<file path="config.mk">
export PLATFORM = sky130hd
export DESIGN_NAME = mult_div_unit
export DESIGN_NICKNAME = d
export VERILOG_FILES = /design/src/rtl/mult_div_unit.sv
export SDC_FILE = /design/constraint.sdc
export NUM_CORES = 1
export LEC_CHECK = 0
export BUFFER_PORTS_ARGS = -buffer_cell sky130_fd_sc_hd__buf_2
export CAP_MARGIN = 10
export CORE_MARGIN = 3
export CORE_UTILIZATION = 35
export CTS_CLUSTER_SIZE = 24
export DETAILED_ROUTE_END_ITERATION = 8
export PLACE_DENSITY = 0.6
export SYNTH_ARGS = -nofsm -noshare
export SYNTH_HDL_FRONTEND = slang
export SYNTH_SLANG_ARGS = --single-unit
</file>
<file path="constraint.sdc">
create_clock -name Clock -period 3.2 [get_ports Clock]
set_input_delay 0.64 -clock Clock [delete_from_list [all_inputs] [get_ports Clock]]
set_output_delay 0.64 -clock Clock [all_outputs]
set_load 0.03 [all_outputs]
</file>
<file path="src/rtl/mult_div_unit.sv">
// Iterative multiply/divide unit with architectural HI/LO registers.
// MULT/MULTU use one shift-add step per cycle and DIV/DIVU one restoring
// step per cycle. Both work on unsigned magnitudes, and the signs are fixed
// in a final FIX cycle. MTHI/MTLO write HI/LO directly from IDLE.
module mult_div_unit #(
    parameter int Width = 32
) (
    input  logic             Clock,
    input  logic             ResetN,
    input  logic             Start,
    input  logic [2:0]       Op,
    input  logic [Width-1:0] OperandA,
    input  logic [Width-1:0] OperandB,
    output logic [Width-1:0] Hi,
    output logic [Width-1:0] Lo,
    output logic             Busy,
    output logic             Done,
    output logic             DivByZero
);

    localparam int CntW = (Width > 1) ? $clog2(Width) : 1;

    typedef enum logic [1:0] {IDLE, RUN, FIX} state_t;

    typedef enum logic [2:0] {
        OP_MULT  = 3'b000,
        OP_MULTU = 3'b001,
        OP_DIV   = 3'b010,
        OP_DIVU  = 3'b011,
        OP_MTHI  = 3'b100,
        OP_MTLO  = 3'b101
    } op_t;

    state_t              state;
    logic [CntW-1:0]     count;

    // Datapath: {upper, lower} accumulator plus the multiplicand or divisor.
    logic [2*Width-1:0]  acc;
    logic [Width-1:0]    mcand;
    logic                is_div;
    logic                neg_q;
    logic                neg_r;
    logic                div_zero;

    logic                is_signed_op;
    logic                start_iter;
    logic                a_neg;
    logic                b_neg;
    logic [Width-1:0]    a_mag;
    logic [Width-1:0]    b_mag;
    logic [Width:0]      mul_sum;
    logic [2*Width-1:0]  mul_next;
    logic [Width:0]      div_shift;
    logic [Width:0]      div_trial;
    logic [2*Width-1:0]  div_next;
    logic [2*Width-1:0]  mul_res;
    logic [Width-1:0]    quot;
    logic [Width-1:0]    rem;
    logic [Width-1:0]    fix_hi;
    logic [Width-1:0]    fix_lo;

    // Operand magnitudes and result signs for a request starting this cycle.
    always_comb begin
        is_signed_op = (Op == OP_MULT) || (Op == OP_DIV);
        start_iter   = Start && (state == IDLE) && (Op[2] == 1'b0);
        a_neg        = is_signed_op && OperandA[Width-1];
        b_neg        = is_signed_op && OperandB[Width-1];
        a_mag        = a_neg ? -OperandA : OperandA;
        b_mag        = b_neg ? -OperandB : OperandB;
    end

    // One iteration step for each algorithm. The upper half of the
    // accumulator is the partial product or the running remainder.
    always_comb begin
        mul_sum   = {1'b0, acc[2*Width-1:Width]} + (acc[0] ? {1'b0, mcand} : '0);
        mul_next  = {mul_sum, acc[Width-1:1]};
        div_shift = acc[2*Width-1:Width-1];
        div_trial = div_shift - {1'b0, mcand};
        if (div_shift >= {1'b0, mcand})
            div_next = {div_trial[Width-1:0], acc[Width-2:0], 1'b1};
        else
            div_next = {div_shift[Width-1:0], acc[Width-2:0], 1'b0};
    end

    // Sign correction applied in FIX. For a zero divisor the remainder path
    // reproduces the original dividend, and the quotient is forced to all ones.
    always_comb begin
        mul_res = neg_q ? -acc : acc;
        quot    = acc[Width-1:0];
        rem     = acc[2*Width-1:Width];
        if (is_div) begin
            fix_hi = neg_r ? -rem : rem;
            fix_lo = div_zero ? '1 : (neg_q ? -quot : quot);
        end else begin
            fix_hi = mul_res[2*Width-1:Width];
            fix_lo = mul_res[Width-1:0];
        end
    end

    // Datapath registers: load on an accepted request, step once per RUN cycle.
    // NOTE: these registers are deliberately not reset; they are always
    // reloaded before use, and HI/LO never expose them outside FIX.
    always_ff @(posedge Clock) begin
        if (start_iter) begin
            is_div   <= Op[1];
            neg_q    <= a_neg ^ b_neg;
            neg_r    <= Op[1] && a_neg;
            div_zero <= Op[1] && (OperandB == '0);
            if (Op[1]) begin
                acc   <= {{Width{1'b0}}, a_mag};
                mcand <= b_mag;
            end else begin
                acc   <= {{Width{1'b0}}, b_mag};
                mcand <= a_mag;
            end
        end else if (state == RUN) begin
            acc <= is_div ? div_next : mul_next;
        end
    end

    // Control FSM with registered HI/LO, Busy, Done and DivByZero.
    always_ff @(posedge Clock) begin
        if (!ResetN) begin
            state     <= IDLE;
            count     <= '0;
            Hi        <= '0;
            Lo        <= '0;
            Busy      <= 1'b0;
            Done      <= 1'b0;
            DivByZero <= 1'b0;
        end else begin
            Done      <= 1'b0;
            DivByZero <= 1'b0;
            case (state)
                IDLE: begin
                    if (Start) begin
                        case (Op)
                            OP_MULT, OP_MULTU, OP_DIV, OP_DIVU: begin
                                count <= CntW'(Width - 1);
                                Busy  <= 1'b1;
                                state <= RUN;
                            end
                            OP_MTHI: begin
                                Hi   <= OperandA;
                                Done <= 1'b1;
                            end
                            OP_MTLO: begin
                                Lo   <= OperandA;
                                Done <= 1'b1;
                            end
                            default: ;
                        endcase
                    end
                end
                RUN: begin
                    if (count == '0)
                        state <= FIX;
                    else
                        count <= count - 1'b1;
                end
                FIX: begin
                    Hi        <= fix_hi;
                    Lo        <= fix_lo;
                    Done      <= 1'b1;
                    DivByZero <= div_zero;
                    Busy      <= 1'b0;
                    state     <= IDLE;
                end
                default: state <= IDLE;
            endcase
        end
    end

endmodule
</file>
==> results.toml <==
[run_status]
run_status = "finished, violations left"
violations = "setup timing"

[critical_path]
cp.buffers_inverters = 3
worstPathRequired_ps = 3390
cp-start-kind = "flop"
worst-path-stages = 13
critPathSlowestCell = "or4b_4"
worst_r2r_path_depth = 13
r2r_start = "mcand[1]$_DFFE_PP_"
path_max_fanout = 8
rr_endpoint = "acc[51]$_SDFFCE_PP0P_"
critPathKind = "flop to flop"
crit_path_cell_trace = "inv_2, buf_6, ha_4, nor2b_4, o31a_1, o41a_1, or4b_4, nand3_4, a21bo_4, nand2_8, buf_12, a311oi_2, a211oi_2"
slowest_delay_ps = 530
critPathCaptureType = "flop"
regToRegSetupSlack_ps = -90
crit_arrival_ps = 3480
endpoint = "acc[51]$_SDFFCE_PP0P_"
worstSetupStartpoint = "mcand[1]$_DFFE_PP_"
critPathTopFamily = "compound AO/OA/AOI/OAI gates"

[die]
io_pins = 137
rows = 74
start_util = 0.356
coreArea_um2 = 41000
dieArea_um2 = 44200
die_w_um = 210
die_h_um = 210

[pwr]
vdd_drop_max_mv = 0.411
p_total_mw = 9.29
p_per_area_nw_per_um2 = 495
p_leak_nw = 7.92

[cts]
cts_hold_buf = 0
h-tree-depth = 4
cts_made_buffers = 17
cts_tree = "built"
clk_pin_slew_ps = 70
cts_buffer_depth = 2
insertion_delay_ps = 460
cts-root-buf = "clkbuf_16"
cts_sinks = 174

[synth]
syn_area_um2 = 14600
synth_cell_type_count = 72
yosys-top-cells-area = "edfxtp_1 21%, dfxtp_1 10%, mux2i_1 6.9%, a21oi_1 6.1%, ha_1 6.0%"
synth_commonest_cells = "201 x nor2_1, 178 x a21oi_1, 167 x nand2_1"
async_reset_ff_frac = 0
synth-seq-area-share = 0.307
yosys_warnings = 0
synth_top_area_share = 0.206
synthFlopType = "edfxtp_1"
ys_ff_latch = 174
yosys.area.top_type = "edfxtp_1"
syn_inst = 1802
synth_edf_count = 100
syn-num-nets = 1944
syn_area_per_cell_um2 = 8.11
yosysMostFrequentCell = "nor2_1"

[sta]
slew_headroom = 0.299
skew_ps = 12.7
min_period_over_period = 1.03
rsz0062_at_grt = "yes"
slew_violations = 0
worst_hold_slack_ps = 453
max_freq_mhz = 304
post-route-min-period_ps = 3290
tightest_slew_ps = 1050
finalSetupTns_ps = -442
setup_slack_ps = -87.2
final_hold_viol_count = 0
setup_viol = 16

[routing]
drtPass1Iterations = 9
drtIter0Drc = 1364
vias = 15348
wl_per_cell_um = 21.9
drc = 0
via_per_inst = 5.79
ant_nets = 0
wirelength_um = 58100

[finish]
multi_input_area_um2 = 10100
num_antenna_cells = 0
drive_above_1_share = 0.246
n_fill_cell = 4071
nNetsFinal = 2248
post-route-util = 0.457
ff_latch_area_um2 = 4480
area_growth_pct = 28.4

[global_route]
antenna_found_initial = 2
track_usage = 0.256
overflow = 0
grt_pass1_vias = 14779
grt_pass1_wl_um = 87200
grt_start_max_net_pins = 85

[flow_run]
drv_cap = 0

[min_path]
hp-class = "flop to flop"
hp-start = "Lo[5]$_SDFFE_PN0P_"

[place]
dp_hpwl_um = 45600
port_buffers = 136
gp_congestion = 1.01
pre_cts_ws_ps = -360
## cell families after synthesis
logic type      after synthesis  synth area share
simple gates                598             0.191
xor+xnor                    158            0.0947
fa+ha+maj                    72            0.0627
compound gates              531             0.232
mux                         100            0.0685
flops                       174             0.307
buf+inv                     169            0.0436
## metrics by stage
step / cells / cell area [um2]
detailed placement: 2598 / 17400
global placement: 2598 / 17400
CTS: 2643 / 18300
floorplan: 1802 / 14600
finish: 2651 / 18800
global route: 2651 / 18800
## state kept, by name, indices dropped and copies added, names as in the netlist
register / flops
count: 5
Busy: 1
Done: 1
Hi: 32
DivByZero: 1
acc: 64
is_div: 1
state: 2
mcand: 32
neg_q: 1
div_zero: 1
Lo: 32
neg_r: 1
## worst min path at each step
stage                                       end  slack, ps  cells after the start
after floorplan           count[1]$_SDFFE_PN0P_        490                      2
after global placement      Hi[31]$_SDFFE_PN0P_        440                      2
after detailed placement     Lo[5]$_SDFFE_PN0P_        450                      2
after CTS                    Lo[5]$_SDFFE_PN0P_        450                      2
after global routing        Lo[28]$_SDFFE_PN0P_        480                      2
final                        Lo[5]$_SDFFE_PN0P_        450                      2
## cells in the final DEF, fill, tap and decap left out, types with 15 or more instances in the layout
cell	netlist	layout
o31ai_1	24	19
buf_4	0	227
ha_1	70	66
a31oi_1	25	25
nand2_1	167	164
a21o_1	35	35
o221ai_1	26	26
edfxtp_1	100	100
a311oi_1	18	15
clkbuf_16	0	19
xnor2_1	95	94
mux2i_1	100	98
nand3_1	44	39
nor2_1	201	197
and3_1	16	16
buf_2	2	135
a211oi_1	25	20
dfxtp_1	74	74
nand2b_1	15	15
xor2_1	63	63
nor3_1	46	42
a21oi_1	178	168
inv_1	71	69
o21ai_0	106	94
## report_power, final
group / internal (mW) / leakage (nW) / switching, mW
Sequential: 2.66 / 1.55 / 0.179
Clock: 1.14 / 0.295 / 0.993
Combinational: 1.84 / 6.08 / 2.49
Total: 5.63 / 7.92 / 3.66
## layout make-up
type,instances,area share
Clock inverter,10,0.00387
Multi-Input combinational cell,1459,0.537
Clock buffer,22,0.0270
Tap cell,532,0.0355
Sequential cell,174,0.239
Timing Repair Buffer,382,0.143
Inverter,72,0.0145
## timing repair
| action | 4_1_cts | 5_1_grt |
|---|---|---|
| buffers inserted | 12 | 13 |
| endpoints found under the setup margin | 32 | 38 |
| pin swaps | 27 | 56 |
| gates resized for setup | 52 | 81 |
| cloned | 1 | 0 |
## tightest hold or removal path: stages (launching register included)
cell,delay [ps]
dfxtp_1,310
nand2_1,50
a21oi_1,50
## metal layers
layer / vias up / wire, um / track usage
met5: - / 68 / 0.0119
met4: 2 / 2100 / 0.0828
met3: 120 / 4700 / 0.0656
met1: 7366 / 25100 / 0.345
met2: 631 / 26100 / 0.400
li1: 7229 / - / -
(Power assumes the default switching activity.)
